[src/rtl/scan_mux_latch_array.sv]
// Time-division scanner: a dwell-paced channel counter picks one din bit per window,
// registers it as serial data and folds it into per-channel capture flags and a per-frame hit count.
module scan_mux_latch_array #(
  parameter int NUM_CH = 4,
  parameter int SEL_W  = $clog2(NUM_CH),
  parameter int DWELL  = 1,
  parameter bit STICKY = 1'b1,
  parameter int CNT_W  = $clog2(NUM_CH + 1)
) (
  input  logic              clk,
  input  logic              rst_n,
  input  logic              en,
  input  logic              clr,
  input  logic [NUM_CH-1:0] din,
  input  logic [NUM_CH-1:0] ch_mask,
  output logic [SEL_W-1:0]  sel,
  output logic              data_out,
  output logic              sample_valid,
  output logic [SEL_W-1:0]  sample_ch,
  output logic [NUM_CH-1:0] flags,
  output logic              frame_done,
  output logic [CNT_W-1:0]  hit_count
);

  localparam int DW = (DWELL > 1) ? $clog2(DWELL) : 1;
  localparam logic [DW-1:0]    DWELL_LAST = DW'(DWELL - 1);
  localparam logic [SEL_W-1:0] SEL_LAST   = SEL_W'(NUM_CH - 1);

  logic [DW-1:0]     dwell_q, dwell_d;
  logic [SEL_W-1:0]  sel_q, sel_d;
  logic              data_q, data_d;
  logic              valid_q, valid_d;
  logic [SEL_W-1:0]  sample_ch_q, sample_ch_d;
  logic [NUM_CH-1:0] flags_q, flags_d;
  logic              frame_q, frame_d;
  logic [CNT_W-1:0]  hit_q, hit_d;
  logic [CNT_W-1:0]  acc_q, acc_d;

  logic sample, last_ch, cur_bit, cur_mask, hit;

  always_comb begin
    sample   = en && (dwell_q == DWELL_LAST);
    last_ch  = (sel_q == SEL_LAST);
    cur_bit  = din[sel_q];
    cur_mask = ch_mask[sel_q];
    hit      = cur_bit & cur_mask;

    dwell_d     = dwell_q;
    sel_d       = sel_q;
    data_d      = data_q;
    valid_d     = 1'b0;
    sample_ch_d = sample_ch_q;
    flags_d     = flags_q;
    frame_d     = 1'b0;
    hit_d       = hit_q;
    acc_d       = acc_q;

    if (en) begin
      dwell_d = sample ? '0 : dwell_q + 1'b1;
    end

    // Clear first so a hit landing on the same edge survives the clear.
    if (clr) begin
      flags_d = '0;
    end

    if (sample) begin
      sel_d       = last_ch ? '0 : sel_q + 1'b1;
      data_d      = cur_bit;
      sample_ch_d = sel_q;
      valid_d     = 1'b1;

      if (cur_mask) begin
        if (STICKY) begin
          if (cur_bit) begin
            flags_d[sel_q] = 1'b1;
          end
        end else begin
          flags_d[sel_q] = cur_bit;
        end
      end

      // The last channel's own contribution goes straight into the published count.
      if (last_ch) begin
        hit_d   = acc_q + CNT_W'(hit);
        acc_d   = '0;
        frame_d = 1'b1;
      end else begin
        acc_d = acc_q + CNT_W'(hit);
      end
    end
  end

  always_ff @(posedge clk) begin
    if (!rst_n) begin
      dwell_q     <= '0;
      sel_q       <= '0;
      data_q      <= 1'b0;
      valid_q     <= 1'b0;
      sample_ch_q <= '0;
      flags_q     <= '0;
      frame_q     <= 1'b0;
      hit_q       <= '0;
      acc_q       <= '0;
    end else begin
      dwell_q     <= dwell_d;
      sel_q       <= sel_d;
      data_q      <= data_d;
      valid_q     <= valid_d;
      sample_ch_q <= sample_ch_d;
      flags_q     <= flags_d;
      frame_q     <= frame_d;
      hit_q       <= hit_d;
      acc_q       <= acc_d;
    end
  end

  assign sel          = sel_q;
  assign data_out     = data_q;
  assign sample_valid = valid_q;
  assign sample_ch    = sample_ch_q;
  assign flags        = flags_q;
  assign frame_done   = frame_q;
  assign hit_count    = hit_q;

endmodule

[config.mk]
export PLATFORM = sky130hd
export DESIGN_NAME = scan_mux_latch_array
export DESIGN_NICKNAME = d
export VERILOG_FILES = /design/src/rtl/scan_mux_latch_array.sv
export SDC_FILE = /design/constraint.sdc
export NUM_CORES = 1
export LEC_CHECK = 0
export BUFFER_PORTS_ARGS = -buffer_cell sky130_fd_sc_hd__buf_2
export CAP_MARGIN = 20
export CORE_MARGIN = 1
export CORE_UTILIZATION = 47
export CTS_BUF_LIST = sky130_fd_sc_hd__clkbuf_16
export DETAILED_ROUTE_END_ITERATION = 16
export PLACE_DENSITY_LB_ADDON = 0.05
export SYNTH_ARGS = -nofsm -noshare
export SYNTH_HDL_FRONTEND = slang
export SYNTH_SLANG_ARGS = --single-unit
export TNS_END_PERCENT = 5
[constraint.sdc]
create_clock -name clk -period 5.38 [get_ports clk]
set_clock_uncertainty 0.05 [all_clocks]
set_input_delay 0.538 -clock clk [delete_from_list [all_inputs] [get_ports clk]]
set_output_delay 0.538 -clock clk [all_outputs]
set_load 0.01 [all_outputs]
==> results.md, run 1 <==
* Worst Max-Slew Pin Slew at 632.1 ps
* Tcrit/Tclk final at approximately two fifths
* Vias in the first global route at 534
* Crit-path max FO at 9
* GR Overflow Total at 0
* Die ar. at 1822 um^2
* Synth area leader: dfxtp_1
* Flops & latches, synth at 18
* Core Footprint at 1524 um^2
* Max Cap Viol at 0
* # Post-CTS Setup Buffers at 0
* Inserted Clock Buffers at 3
* Vias per cell at 5.347
* Port Buffers at 25
* Type of the most critical hold path: reg -> reg
* P per Cell Area at 326.7 nW/um^2
* Overall routing resource usage at between 10% and 20%
* Metal2 WL at 650 um
* Share of the synthesized area in the top cell type at ~46%
* Core Rows at 14
* Fin nets at 124
* CTS tree: built
* Layout area overhead at 25.40%
* CP startpoint kind: flop
* Top post-synthesis cells by area: dfxtp_1 46%, ha_1 9.6%, a21oi_1 7.1%
* Met1 wire length at 735 um
* Clock latency at the later pin of the worst-skew pair at around 250 ps
* Post-DP HPWL at 1.017 mm
* Pleak at 0.4470 nW
* Avg WL per Cell at approximately 12 um
* Seq/Total Area, Yosys at a little under half
* Die Span X at 42.69 um
* Largest net degree at the start of global routing at 16
* Ports at 26
* Most frequent cells in the layout: 25 x buf_2, 18 x dfxtp_1, 14 x nand2_1
* Drt pass-1 iters at 4
* DR vias at 647
* Time the worst path needs with I/O delays and setup at 2220 ps
* Syn avg cell area at 9.608 um^2
* First-pass GRT wire length at 2.435 mm
* Post-CTS sizing at 0
* Syn Inst Count at 81
* Setup_tns at 0 ps
* Routed met3 length at 61 um
* Clock sink count at 18
* Rel. slew slack at 57.77%
* Worst endpoint data arrival time at ~2300 ps
* RSZ-0062 raised after global routing: no
* Yosys warning count at 0
* Crit path required time at 5500 ps
* Reg area at 360.3 um^2
* H-Tree Depth at 1
* RD Place Congestion at 0.7276
* Max Clk Rate at 0.4504 GHz
* Final setup viols at 0
* Final WL at 1.460 mm
* Syn Nets at between 90 and 100
* Post-route ant nets at 0
* Root Buffer: clkbuf_16
* Placed cells at 117
* Mapped Area at 778.2 um^2
* Top Metal Used: met4
* Final Non-Filler Cells at around 120
* WHS at 398.4 ps
* Count of final max-slew check failures at 0
* IR drop worst, VDD at 0.2361 mV
* Setup CP Type: reg -> reg
* DR DRC count at 0
* Clock Tree Buf Depth at 2
* Die H at 42.69 um
* Drt initial violations at 5
* Fin. Hold Viols at 0
* Fill cells at 134
* Clock-pin slew on the worst setup and hold paths at 50 ps
* Multi-input logic area at about 380 um^2
* Initial Util at 51.07%
* Commonest non-fill, non-tap cell in the layout: buf_2
* Distinct cells, synth at 22
* Ratio of cells with drive above 1 in the final layout at 32.38%
* Util after Layout at 64.04%
* Hold Buf Count CTS at 0
* CP Capture Type: flop
* Outcome: completed
* Initial antenna violation count at 0
* N_diodes at 0
## state kept, by name, indices dropped and copies added (netlist names)
| register | count |
|---|---|
| flags | 4 |
| data_out | 1 |
| frame_done | 1 |
| dwell_q | 1 |
| sample_ch | 2 |
| sel | 2 |
| acc_q | 3 |
| hit_count | 3 |
| sample_valid | 1 |
## cells by family after synthesis
| kind of cell | share of synthesized area [%] |
|---|---|
| multiplexers | 5.787 |
| AND/OR/NAND/NOR | 19.45 |
| AO/OA/AOI/OAI | 12.86 |
| XOR/XNOR | 1.126 |
| adder cells (fa/ha/maj) | 9.646 |
| flip-flops | 46.30 |
| buffers and inverters | 4.822 |
## through the flow
stage                     area, um^2  setup WS, ps   power, W
after floorplan                778.2          3222  0.0001655
after global placement         897.1          3217  0.0001743
after detailed placement       897.1          3157  0.0001746
after CTS                      975.9          3137  0.0003208
after global routing           975.9          3025  0.0003298
final                          975.9          3160  0.0003188
## critical path: stages, from the launching register on
cell and delay, ps:
dfxtp_1 520, mux4_2 300, and2_4 160, ha_1 170
ha_1 200, or4b_2 600, a21oi_1 150
## path summary, 6_finish.rpt
kind | from | to | slack [ps] | cells after the start
min | sample_ch[0] | sample_ch[0] | 400 | 2
min reg2reg | sample_ch[0] | sample_ch[0] | 400 | 2
max reg2reg | sel[0] | acc_q[2] | 3160 | 6
max | sel[0] | acc_q[2] | 3160 | 6
## layer usage
layer  vias up  global-route usage [%]
met5         -                       0
met4         0                   7.500
met3         2                   3.830
met2        18                   26.06
met1       299                   24.66
li1        328                       -
## power by group
group	internal, W	total (W)	switching, W	leakage (nW)
Combinational	0.0000145	0.0000304	0.0000158	0.262
Sequential	0.000138	0.000142	0.00000423	0.146
Clock	0.0000987	0.000147	0.0000479	0.0385
Total	0.000251	0.000319	0.0000680	0.447
## cell usage after synthesis, drive strengths merged
master  number
nand3        3
and2         1
a21oi       11
xor2         1
dfxtp       18
buf          2
or3          1
nor2b        1
mux4         2
or4b         1
a32o         3
nor3b        1
o21ai        1
nor2         4
inv          3
nand3b       3
nand2       14
ha           6
a22o         1
nand2b       1
clkbuf       3
## layout make-up
type / instances / share of cell area, %
Sequential cell: 18 / 36.92
Tap cell: 16 / 2.051
Inverter: 3 / 1.154
Clock inverter: 1 / 0.3846
Clock buffer: 3 / 7.692
Timing Repair Buffer: 25 / 12.82
Multi-Input combinational cell: 55 / 38.97
Power figures use the tool's default switching activity.
==> run 2, diff against run 1 <==
clock period = 2.1 ns   (was 5.38 ns; I/O delays follow)
==> run 2 against run 1 <==
  * Die area unchanged
  * Clock power increased to 2.6 times the previous value
  * Combinational power increased to 2.8 times the previous value
  * Sequential cell count unchanged
  * Critical path depth unchanged
  * Non-clock buffer count increased by 3
  * Hold slack got worse by 270 ps
  * Final area increased by 2.8%
  * Worst setup slack got worse by 3100 ps
  * Routed wire length increased by 4.1%
  * Final cell count increased by 2.5%
  * Critical path type unchanged
  * Highest routed layer unchanged
==> results.md, run 2 (same netlist as run 1, synthesis figures left out) <==
* Crit-path slowest cell: or4b_2 (unchanged)
* Root Buffer: clkbuf_16 (unchanged)
* Multi-input logic area at 384.1 um^2 (was 380.4 um^2)
* Clock Tree Buf Depth at 2 (unchanged)
* Most frequent cells in the layout: 25 x buf_2, 17 x dfxtp_1, 14 x nand2_1 (was 25 x buf_2, 18 x dfxtp_1, 14 x nand2_1)
* Pleak at 0.4632 nW (was 0.4470 nW)
* Initial antenna violation count at 0 (unchanged)
* Inserted Clock Buffers at 3 (unchanged)
* Layout area overhead at 28.94% (was 25.40%)
* Crit path required time at 2230 ps (was 5500 ps)
* Worst Max-Slew Pin Slew at 575.9 ps (was 632.1 ps)
* Die Span X at 42.69 um (unchanged)
* Die ar. at 1822 um^2 (unchanged)
* Fin nets at 127 (was 124)
* DP Area at 920.9 um^2 (was 897.1 um^2)
* Max Cap Viol at 0 (unchanged)
* Reg area at 361.6 um^2 (was 360.3 um^2)
* Rel. slew slack at 61.53% (was 57.77%)
* CP Capture Type: flop (unchanged)
* Tcrit/Tclk final at 95.74% (was 41.27%)
* P per Cell Area at 822.5 nW/um^2 (was 326.7 nW/um^2)
* First-pass GRT wire length at 2.553 mm (was 2.435 mm)
* Outcome: completed (unchanged)
* Flip-flop count of the largest register, all copies and words added at 4 (unchanged)
* Slowest cell delay on critical path at 590 ps (was 600 ps)
* Clock-pin slew on the worst setup and hold paths at 50 ps (about the same)
* Post-route ant nets at 0 (unchanged)
* Crit-path max FO at 5 (was 9)
* Core Footprint at 1524 um^2 (unchanged)
* GR Overflow Total at 0 (unchanged)
* RD Place Congestion at 0.6595 (was 0.7276)
* N_diodes at 0 (unchanged)
* Post-DP HPWL at 1.094 mm (was 1.017 mm)
* Die H at 42.69 um (unchanged)
* Setup CP Type: reg -> reg (unchanged)
* Setup_tns at 0 ps (unchanged)
* Port Buffers at 25 (unchanged)
* Ratio of cells with drive above 1 in the final layout at 36.11% (was 32.38%)
* Commonest non-fill, non-tap cell in the layout: buf_2 (unchanged)
* Overall routing resource usage at 18.61% (was 17.62%)
* Clock latency at the later pin of the worst-skew pair at 250 ps (about the same)
* Fin. Hold Viols at 0 (unchanged)
* DR DRC count at 0 (unchanged)
* CTS tree: built (unchanged)
* Final WL at 1.520 mm (was 1.460 mm)
* Setup Slack @ Placement at 87.53 ps (was 3157 ps)
* Vias per cell at 5.290 (was 5.347)
* Initial Util at 51.07% (unchanged)
* Final WS setup at 89.43 ps (was 3160 ps)
* RSZ-0062 raised after global routing: no (unchanged)
* Max Clk Rate at 0.4974 GHz (was 0.4504 GHz)
* Count of final max-slew check failures at 0 (unchanged)
* Ports at 26 (unchanged)
* Design area at 1003 um^2 (was 975.9 um^2)
* Most used cell along the critical path: ha_1 (unchanged)
* CP cell instances: mux4_2 > and2_4 > ha_1 > ha_1 > or4b_2 > a21oi_1 (unchanged)
* Fill cells at 131 (was 134)
* Drt pass-1 iters at 3 (was 4)
* H-Tree Depth at 1 (unchanged)
* Worst endpoint data arrival time at 2140 ps (was 2340 ps)
* Time the worst path needs with I/O delays and setup at 2011 ps (was 2220 ps)
* Largest net degree at the start of global routing at 16 (unchanged)
* Drt initial violations at 7 (was 5)
* Vias in the first global route at 583 (was 534)
* Type of the most critical hold path: in -> reg (was reg -> reg)
* Core Rows at 14 (unchanged)
* Final setup viols at 0 (unchanged)
* CP startpoint kind: flop (unchanged)
* DR vias at 656 (was 647)
* IR drop worst, VDD at 0.8081 mV (was 0.2361 mV)
* Clock sink count at 18 (unchanged)
* Avg WL per Cell at 12.26 um (was 12.07 um)
## run 2: cell types whose count changed in the layout (fill, tap and decap cells not counted)
cell / change
dfxtp_1: -1
dfxtp_2: +1
buf_4: +3
a21oi_2: +1
a21oi_1: -1
## run 2: layout make-up
class	count	share of cell area [%]
multi-input combinational	55	38.28
inverter	3	1.122
tap	16	1.995
sequential	18	36.04
timing repair buffer	28	14.71
clock inverter	1	0.3741
clock buffer	3	7.481
## run 2: path summary, 6_finish.rpt
kind	from	cells after the start	end	slack [ps]
max	sel[0]	6	acc_q[2]	90
min	en	2	dwell_q	130
max reg2reg	sel[0]	6	acc_q[2]	90
min reg2reg	hit_count[1]	2	hit_count[1]	400
## run 2: per-layer routing
metal | up-vias | wire length, um | track usage, %
li1 | 337 | - | -
met1 | 296 | 700 | 22.28
met3 | 2 | 79 | 6.383
met2 | 21 | 726 | 32.12
met5 | - | 0 | 0
met4 | 0 | 13 | 3.750
## run 2: power by group
part	internal (W)	leakage [nW]	total, W	switching [W]
logic	0.0000409	0.278	0.0000859	0.0000450
clock network	0.000253	0.0385	0.000380	0.000127
registers	0.000353	0.146	0.000360	0.00000673
total	0.000647	0.463	0.000825	0.000178
## run 2: worst max-delay path: cells and delay by family, from the launching register on
kind            cells  cell delay, ps
compound gates      1             150
simple gates        2             760
mux                 1             340
flops               1             330
fa+ha+maj           2             320
## run 2: what timing repair did
item                       in CTS  in global routing
hold endpoints to repair        0                  0
setup endpoints to repair       0                  1
hold buffers                    0                  0
resized for setup               0                  1
setup buffers                   0                  0
## run 2: per-stage QoR
step                       power, W  cells  hold WS (ps)  util [%]
after floorplan           0.0004244     81         236.1         -
after global placement    0.0004519    120         373.0     60.43
after detailed placement  0.0004528    120         379.9     60.43
after CTS                 0.0008321    124         122.0     65.60
after global routing      0.0008572    124         137.9     65.85
final                     0.0008253    124         131.1     65.85
==> run 3, diff against run 2 <==
==> constraint.sdc (replaced) <==
create_clock -name clk -period 2.1 [get_ports clk]
set_clock_uncertainty 0.05 [all_clocks]
set_input_delay 0.315 -clock clk [delete_from_list [all_inputs] [get_ports clk]]
set_output_delay 0.315 -clock clk [all_outputs]
set_load 0.01 [all_outputs]
==> run 3 against run 2 <==
  * Count of clock-buffer cells in the layout unchanged
  * Final area is 0.50% lower
  * Power shrank 1.1%
  * Register-to-register slack about the same
  * Clock power is 3% lower
  * Global-route usage up 1.1 points
==> results.md, run 3 (same netlist as run 1, synthesis figures left out) <==
* Hold Buf Count CTS at 0 (unchanged)
* Time the worst path needs with I/O delays and setup at 2020 ps (was 2011 ps)
* Min-delay src: en (unchanged)
* Switching share of total power at 21.04% (was 21.61%)
* P_sw at 0.0001717 W (was 0.0001783 W)
* Cell-internal power at 0.0006446 W (was 0.0006470 W)
* P per Cell Area at 817.5 nW/um^2 (was 822.5 nW/um^2)
* Setup_tns at 0 ps (unchanged)
* Crit-path slowest cell: or4b_2 (unchanged)
* Reg2reg setup slack at 80 ps (was 90 ps)
* Hold Path Sink: dwell_q (unchanged)
* Power, Total at 0.0008163 W (was 0.0008253 W)
* Reg area at 361.6 um^2 (unchanged)
* Logic pwr share at 10.7% (was 10.4%)
* Tcrit/Tclk final at 96.20% (was 95.74%)
* CP startpoint kind: flop (unchanged)
* Fin. Hold Viols at 0 (unchanged)
* Outcome: completed (unchanged)
* Inserted Clock Buffers at 3 (unchanged)
* Post-DP HPWL at 1.170 mm (was 1.094 mm)
* Max Cap Viol at 0 (unchanged)
* Fill cells at 141 (was 131)
* Slowest cell delay on critical path at 580 ps (was 590 ps)
* Clock Tree Buf Depth at 2 (unchanged)
* Sequential share of power at 44.2% (was 43.6%)
* Critical R2R Launch: sel[0] (unchanged)
* Critical R2R Capture: acc_q[2] (unchanged)
* Core Footprint at 1524 um^2 (unchanged)
* WP buf/inv at 0 (unchanged)
* Die H at 42.69 um (unchanged)
* Worst Max-Slew Pin Slew at 636.0 ps (was 575.9 ps)
* Die ar. at 1822 um^2 (unchanged)
* CP cell instances: mux4_2 > and2_4 > ha_1 > ha_2 > or4b_2 > a21oi_1 (was mux4_2 > and2_4 > ha_1 > ha_1 > or4b_2 > a21oi_1)
* First-pass GRT wire length at 2.704 mm (was 2.553 mm)
* Ports at 26 (unchanged)
* Crit-path max FO at 5 (unchanged)
* Vias per cell at 5.447 (was 5.290)
* RD Place Congestion at 0.6521 (was 0.6595)
* H-Tree Depth at 1 (unchanged)
* Pleak at 0.4585 nW (was 0.4632 nW)
* Clock latency at the later pin of the worst-skew pair at 240 ps (was 250 ps)
* Worst hold stages at 2 (unchanged)
* Flip-flop count of the largest register, all copies and words added at 4 (unchanged)
* Drt initial violations at 6 (was 7)
* Placed cells at 120 (unchanged)
* Commonest non-fill, non-tap cell in the layout: buf_2 (unchanged)
* R2R cell count at 6 (unchanged)
* Clock-pin slew on the worst setup and hold paths at 50 ps (about the same)
* GR Overflow Total at 0 (unchanged)
* Multi-input logic area at 382.9 um^2 (was 384.1 um^2)
* Fin nets at 127 (unchanged)
* Ratio of cells with drive above 1 in the final layout at 36.45% (was 36.11%)
* Layout area overhead at 28.30% (was 28.94%)
* DR DRC count at 0 (unchanged)
* Clock sink count at 18 (unchanged)
* Top delay family on crit path: simple AND/OR/NAND/NOR gates (unchanged)
* Largest net degree at the start of global routing at 16 (unchanged)
* Count of final max-slew check failures at 0 (unchanged)
* Worst endpoint data arrival time at 2150 ps (was 2140 ps)
* Port Buffers at 25 (unchanged)
* IR drop worst, VDD at 0.4690 mV (was 0.8081 mV)
* Overall routing resource usage at 19.66% (was 18.61%)
* RSZ-0062 raised after global routing: no (unchanged)
* N_diodes at 0 (unchanged)
* Initial antenna violation count at 0 (unchanged)
* DR vias at 670 (was 656)
* Most frequent cells in the layout: 25 x buf_2, 17 x dfxtp_1, 14 x nand2_1 (unchanged)
* Max Clk Rate at 0.4950 GHz (was 0.4974 GHz)
* Core Rows at 14 (unchanged)
* Vias in the first global route at 604 (was 583)
* Initial Util at 51.07% (unchanged)
* Avg WL per Cell at 13.24 um (was 12.26 um)
* Type of the most critical hold path: in -> reg (unchanged)
* Final setup viols at 0 (unchanged)
* Die Span X at 42.69 um (unchanged)
* Rel. slew slack at 57.51% (was 61.53%)
* Post-route ant nets at 0 (unchanged)
* Setup CP Type: reg -> reg (unchanged)
* Drt pass-1 iters at 4 (was 3)
* Final Non-Filler Cells at 123 (was 124)
* Crit path required time at 2230 ps (about the same)
* Clock power share at 45.1% (was 46.0%)
* Root Buffer: clkbuf_16 (unchanged)
* CP Capture Type: flop (unchanged)
* Final WL at 1.629 mm (was 1.520 mm)
* CTS tree: built (unchanged)
## run 3: cell count changes in the layout (fill, tap and decap cells not counted), sizes merged
cell    before  now
clkinv       1    0
## run 3: final cells by class
type	instances	area share [%]
Multi-Input combinational cell	55	38.35
Sequential cell	18	36.22
Timing Repair Buffer	28	14.79
Clock buffer	3	7.519
Tap cell	16	2.005
Inverter	3	1.128
## run 3: per-layer routing
| layer | routed length, um | up-vias | GRT usage, % |
|---|---|---|---|
| met3 | 89 | 2 | 4.255 |
| met5 | 0 | - | 0 |
| li1 | - | 333 | - |
| met2 | 796 | 23 | 30.61 |
| met1 | 733 | 312 | 26.02 |
| met4 | 9 | 0 | 8.750 |
## run 3: power groups by stage
stage	clock, W	combinational, W	sequential, W
6_report	0.000368	0.0000875	0.000360
5_1_grt	0.000390	0.0000966	0.000362
4_1_cts	0.000373	0.0000875	0.000360
3_5_place_dp	0	0.0000871	0.000367
3_3_place_gp	0	0.0000859	0.000366
2_1_floorplan	0	0.0000512	0.000373
## run 3: what timing repair did
action                     4_1_cts  5_1_grt
setup buffers                    0        0
setup endpoints to repair        0        1
resized for setup                0        1
## run 3: worst max-delay path by stage
stage	from	to	slack (ps)	depth (start not counted)
final	sel[0]	acc_q[2]	80	6
after global routing	sel[0]	acc_q[2]	3	6
after CTS	sel[0]	acc_q[2]	80	6
after detailed placement	sel[0]	acc_q[2]	90	6
after global placement	sel[0]	acc_q[2]	120	6
after floorplan	sel[1]	acc_q[2]	30	7
## run 3: metrics by stage
step                      instance area [um^2]  setup WS (ps)  utilization (%)  hold slack (ps)
after floorplan                          779.5          30.00                -            341.1
after global placement                   920.9          124.8            60.43            386.0
after detailed placement                 920.9          87.06            60.43            394.7
after CTS                                996.0          76.40            65.35            228.8
after global routing                     998.5          3.201            65.52            242.6
final                                    998.5          79.79            65.52            226.3
